`src/rtl/z_core_mul_unit_if.sv`:
```
// z_core_mul_unit_if: multiply request/response bundle between execute control and the multiplier.
//   multiplicand[31:0] rs1 operand, sampled on start acceptance
//   multiplier[31:0]   rs2 operand, sampled on start acceptance
//   mul_start          request a multiply (honoured only when idle)
//   mul_op[1:0]        00 MUL, 01 MULH, 10 MULHSU, 11 MULHU
//   mul_done           one-cycle completion pulse
//   mul_running        busy from acceptance until the done cycle
//   mul_result[31:0]   selected product word, held until overwritten
interface z_core_mul_unit_if;
  logic [31:0] multiplicand;
  logic [31:0] multiplier;
  logic        mul_start;
  logic [1:0]  mul_op;
  logic        mul_done;
  logic        mul_running;
  logic [31:0] mul_result;
  modport master (output multiplicand, multiplier, mul_start, mul_op, input mul_done, mul_running, mul_result);
  modport slave (input multiplicand, multiplier, mul_start, mul_op, output mul_done, mul_running, mul_result);
endinterface

```
`src/rtl/z_core_mul_unit.sv`:
```
// z_core_mul_unit: 32x32 shift-add multiplier for MUL/MULH/MULHSU/MULHU, one multiplier bit per cycle.
//   clk  rising-edge clock
//   rstn asynchronous active-low reset
//   bus  request/response bundle (slave side), see z_core_mul_unit_if
module z_core_mul_unit (
  input logic clk,
  input logic rstn,
  z_core_mul_unit_if.slave bus
);
  localparam logic [1:0] S_IDLE   = 2'd0;
  localparam logic [1:0] S_CALC   = 2'd1;
  localparam logic [1:0] S_RESULT = 2'd2;
  localparam logic [1:0] S_DONE   = 2'd3;
  logic [1:0]  r_state;
  logic [1:0]  r_op;
  logic [64:0] r_prod;
  logic [31:0] r_mcand;
  logic [31:0] r_result;
  logic [4:0]  r_count;
  logic        r_a_neg;
  logic        r_b_neg;
  logic        r_done;
  logic        r_running;
  logic        w_a_neg;
  logic        w_b_neg;
  logic [32:0] w_sum;
  logic [64:0] w_acc;
  logic [63:0] w_p;
  assign w_a_neg = bus.multiplicand[31] & (bus.mul_op == 2'b01 | bus.mul_op == 2'b10);
  assign w_b_neg = bus.multiplier[31] & (bus.mul_op == 2'b01);
  // 33-bit sum keeps the carry out of the upper half; MULHU needs it for large operands
  assign w_sum = {1'b0, r_prod[63:32]} + {1'b0, r_mcand};
  assign w_acc = r_prod[0] ? {w_sum, r_prod[31:0]} : r_prod;
  // magnitudes were multiplied, so restore the sign of the full 64-bit product
  assign w_p = (r_a_neg ^ r_b_neg) ? -r_prod[63:0] : r_prod[63:0];
  assign bus.mul_done    = r_done;
  assign bus.mul_running = r_running;
  assign bus.mul_result  = r_result;
  always_ff @(posedge clk or negedge rstn) begin
    if (!rstn) begin
      r_state   <= S_IDLE;
      r_op      <= '0;
      r_prod    <= '0;
      r_mcand   <= '0;
      r_result  <= '0;
      r_count   <= '0;
      r_a_neg   <= 1'b0;
      r_b_neg   <= 1'b0;
      r_done    <= 1'b0;
      r_running <= 1'b0;
    end else begin
      case (r_state)
        S_IDLE: begin
          r_done <= 1'b0;
          if (bus.mul_start) begin
            r_op      <= bus.mul_op;
            r_a_neg   <= w_a_neg;
            r_b_neg   <= w_b_neg;
            r_mcand   <= w_a_neg ? -bus.multiplicand : bus.multiplicand;
            r_prod    <= {33'b0, w_b_neg ? -bus.multiplier : bus.multiplier};
            r_count   <= '0;
            r_running <= 1'b1;
            r_state   <= S_CALC;
          end
        end
        S_CALC: begin
          r_prod  <= {1'b0, w_acc[64:1]};
          r_count <= r_count + 5'd1;
          if (r_count == 5'd31) r_state <= S_RESULT;
        end
        S_RESULT: begin
          r_result <= (r_op == 2'b00) ? w_p[31:0] : w_p[63:32];
          r_state  <= S_DONE;
        end
        default: begin
          r_done    <= 1'b1;
          r_running <= 1'b0;
          r_state   <= S_IDLE;
        end
      endcase
    end
  end
endmodule

```
`src/flat_wrapper.sv`:
```
// flat-port wrapper written by rule: the top's interface ports become plain ports
module z_core_mul_unit_flat 
  (clk, rstn, bus_multiplicand, bus_multiplier, bus_mul_start, bus_mul_op, bus_mul_done, bus_mul_running, bus_mul_result);
  z_core_mul_unit_if bus_i ();
  input logic clk;
  input logic rstn;
  input wire logic [$bits(bus_i.multiplicand)-1:0] bus_multiplicand;
  input wire logic [$bits(bus_i.multiplier)-1:0] bus_multiplier;
  input wire logic [$bits(bus_i.mul_start)-1:0] bus_mul_start;
  input wire logic [$bits(bus_i.mul_op)-1:0] bus_mul_op;
  output wire logic [$bits(bus_i.mul_done)-1:0] bus_mul_done;
  output wire logic [$bits(bus_i.mul_running)-1:0] bus_mul_running;
  output wire logic [$bits(bus_i.mul_result)-1:0] bus_mul_result;
  assign bus_i.multiplicand = bus_multiplicand;
  assign bus_i.multiplier = bus_multiplier;
  assign bus_i.mul_start = bus_mul_start;
  assign bus_i.mul_op = bus_mul_op;
  assign bus_mul_done = bus_i.mul_done;
  assign bus_mul_running = bus_i.mul_running;
  assign bus_mul_result = bus_i.mul_result;
  z_core_mul_unit u_core (.clk(clk), .rstn(rstn), .bus(bus_i));
endmodule
```
`config.mk`:
```
export PLATFORM = sky130hd
export DESIGN_NAME = z_core_mul_unit_flat
export DESIGN_NICKNAME = d
export VERILOG_FILES = /design/src/rtl/z_core_mul_unit_if.sv /design/src/rtl/z_core_mul_unit.sv /design/src/flat_wrapper.sv
export SDC_FILE = /design/constraint.sdc
export NUM_CORES = 1
export LEC_CHECK = 0
export CAP_MARGIN = 5
export CORE_MARGIN = 1
export CORE_UTILIZATION = 35
export DETAILED_ROUTE_END_ITERATION = 8
export GPL_TIMING_DRIVEN = 0
export SETUP_SLACK_MARGIN = 0.1
export SLEW_MARGIN = 40
export SYNTH_ARGS = -nofsm -noshare
export SYNTH_HDL_FRONTEND = slang
export SYNTH_SLANG_ARGS = --single-unit
```
`constraint.sdc`:
```
create_clock -name clk -period 4.08 [get_ports clk]
set_input_delay 0.408 -clock clk [delete_from_list [all_inputs] [get_ports clk]]
set_output_delay 0.408 -clock clk [all_outputs]
set_load 0.005 [all_outputs]
```
==> run metrics <==
status=finished clean; Area Growth Syn to Fin=21.3%; via count=10100; Final min period=3850 ps; post-route cell area=0.0127 sq mm; syn nets=1401; grt total ovfl=0; register bit total from synthesis=141; DRC viols=0; total global-route track usage=0.225; Clock Tree Buf Depth=2; Avg Synthesized Cell Area=8.12 sq um; prevailing post-synth register cell=dfrtp_1; Starting Density=0.360; Final Slew Violations=0; arrival time of the worst setup path=4130 ps; setup violators final=0; Fin Clk Skew=17.2 ps; Ports=103; number of port buffers=102; DRT Pass-1 Iters=6; die width=175 um; RSZ-0062 raised after global routing=false; Max VDD drop=0.000436 V; core area=0.0291 sq mm; share of Yosys cell area claimed by the top area cell type=0.337; number of synthesis warnings=0; initial antenna violation count=0; vias in the first global route=9610; number of DRC markers in iteration 0=989; leakage=5.29 nW; fmax=0.260 GHz; Total Wirelength=33700 um; number of vias per cell=5.58; Seq/Total Area, Yosys=0.337; post-route insts no fill=1810; Crit Path Max Fanout=9; CTS buffer count=17; Post-synth EDFFs=0; CTS tree=built; remaining antenna violation count=0; Hold Fails Final Rpt=0; Post-Synthesis Cell Area=0.0105 sq mm; Final nets=1525; clk slew on worst S/H paths=60 ps; Crit. End Element=register; Startpoint Class=register; worst min-delay path category=register to register; DIE AREA=0.0306 sq mm; Least-Margin Pin Slew=871 ps; CP Class=register to register; clk sink count=141; routed len/inst=18.6 um; asr flop ratio synth=1.00; placed cell count=1777; number of max-cap violations=0; most frequent cell after synthesis=o21ai_0; Max-slew headroom=0.414; largest area contributor in the netlist=dfrtp_1; Post-DP HPWL=26400 um; first-pass GRT wire length=53900 um; clk_lat worst skew=430 ps; largest net degree at the start of global routing=72; post-synthesis instance total=1289; gpl congestion=0.917; chip height=175 um; dpl cell area=0.0120 sq mm; top post-synthesis cells by area=dfrtp_1 (34%), o21ai_0 (7.6%), xnor2_1 (6.0%); CTS resizes=0; worst path required time=4370 ps; share of cells above drive strength 1=0.0491; synth cell count leaders=o21ai_0 (158), nand2_1 (153), dfrtp_1 (141); ant diodes=0; CTS Root Cell=clkbuf_16; fin crit share=0.942; cell row count=62; Netlist cell types=65; P per Cell Area=845 mW/mm^2; Post-CTS Setup Bufs=0; htree depth=4
worst max-delay path, cell delays in order, from the launching register on:
cell and delay (ps):
dfrtp_1 350, clkbuf_1 270, inv_1 340, ha_1 250, nand2_1 120, or4_1 410, clkbuf_1 200, nor4_1 700
a21oi_1 420, nor2_1 220, xnor2_1 140, o211ai_1 190, o21ai_0 100
sequential cells by signal, summed over array words and instances (netlist names):
name                    cells
u_core.bus.mul_done         1
u_core.r_state              2
u_core.r_op                 2
u_core.r_b_neg              1
u_core.r_count              5
u_core.r_mcand             32
u_core.r_prod              64
u_core.r_a_neg              1
u_core.bus.mul_running      1
u_core.bus.mul_result      32
final timing paths:
check,start,endpoint,slack (ps),cells after the start
setup / recovery,u_core.r_prod[0]$_DFFE_PN0P_,u_core.bus.mul_result[12]$_DFFE_PN0P_,230,12
hold / removal,u_core.bus.mul_result[19]$_DFFE_PN0P_,u_core.bus.mul_result[19]$_DFFE_PN0P_,480,1
setup reg to reg,u_core.r_prod[0]$_DFFE_PN0P_,u_core.bus.mul_result[12]$_DFFE_PN0P_,230,12
hold reg to reg,u_core.bus.mul_result[19]$_DFFE_PN0P_,u_core.bus.mul_result[19]$_DFFE_PN0P_,480,1
max in group asynchronous,rstn,u_core.r_prod[12]$_DFFE_PN0P_,2850,4
min in group asynchronous,rstn,u_core.r_mcand[28]$_DFFE_PN0P_,550,3
metal layers:
| metal | share of wire | vias up | GRT usage |
|---|---|---|---|
| met5 | 0 | - | 0 |
| met4 | 0.013 | 0 | 0.0536 |
| met3 | 0.049 | 28 | 0.0302 |
| met2 | 0.46 | 298 | 0.358 |
| met1 | 0.48 | 4869 | 0.322 |
| li1 | - | 4909 | - |
metrics by stage:
stage | hold slack [ps] | setup slack, ps | power [mW] | util | TNS [ps]
floorplan | 112 | 1100 | 6.74 | - | 0
global placement | 465 | -3290 | 8.84 | 0.411 | -461160
detailed placement | 416 | 262 | 8.92 | 0.414 | 0
CTS | 486 | 345 | 10.7 | 0.436 | 0
global route | 516 | 101 | 11.6 | 0.436 | 0
finish | 479 | 235 | 10.7 | 0.436 | 0
placed cells by master (no fill, tap or decap), types with 5 or more instances in the layout:
| master | synthesis | final |
|---|---|---|
| a211oi_1 | 6 | 6 |
| a21o_1 | 26 | 26 |
| a21oi_1 | 117 | 117 |
| a221o_1 | 6 | 6 |
| a22oi_1 | 16 | 16 |
| a31oi_1 | 13 | 13 |
| and2_1 | 7 | 7 |
| and3_1 | 12 | 12 |
| buf_1 | 5 | 5 |
| clkbuf_1 | 60 | 61 |
| clkbuf_16 | 0 | 17 |
| clkdlybuf4s50_1 | 0 | 101 |
| dfrtp_1 | 141 | 141 |
| ha_1 | 42 | 42 |
| inv_1 | 27 | 27 |
| mux2_2 | 5 | 5 |
| mux2i_1 | 17 | 16 |
| nand2_1 | 153 | 153 |
| nand2b_1 | 9 | 9 |
| nand3_1 | 24 | 24 |
| nand4_1 | 8 | 8 |
| nor2_1 | 99 | 99 |
| nor2b_1 | 10 | 10 |
| nor3_1 | 29 | 29 |
| nor4_1 | 17 | 17 |
| o21a_1 | 6 | 6 |
| o21ai_0 | 158 | 158 |
| o21ai_1 | 5 | 5 |
| o221ai_1 | 7 | 7 |
| o31ai_1 | 19 | 19 |
| o41ai_1 | 11 | 11 |
| or2_2 | 6 | 6 |
| or3_1 | 20 | 20 |
| or4_1 | 11 | 11 |
| or4_4 | 5 | 5 |
| xnor2_1 | 72 | 71 |
| xor2_1 | 61 | 60 |
final cells by class:
cell class,count,area (sq um)
Buffer,71,287
Clock buffer,22,484
Clock inverter,10,159
Fill cell,2967,16400
Inverter,27,101
Multi-Input combinational cell,1050,6570
Sequential cell,141,3530
Tap cell,384,480
Timing Repair Buffer,105,1090
cell families after synthesis:
kind of cell	share of synthesized area
adders and majority gates	0.0521
muxes	0.0216
AOI/OAI and AO/OA	0.249
buffers and inverters	0.0371
and+or+nand+nor	0.191
xor gates and xnor gates	0.111
DFF	0.337
repair_timing:
item	CTS	global route
hold buffers	1	0
endpoints found under the hold margin	70	0
endpoints found under the setup margin	0	0
report_power, final:
part,leakage (nW),internal (mW),switching [mW]
Clock,0.313,1.09,0.617
Sequential,1.79,2.04,0.814
Combinational,3.18,2.43,3.74
(Power assumes the default switching activity.)
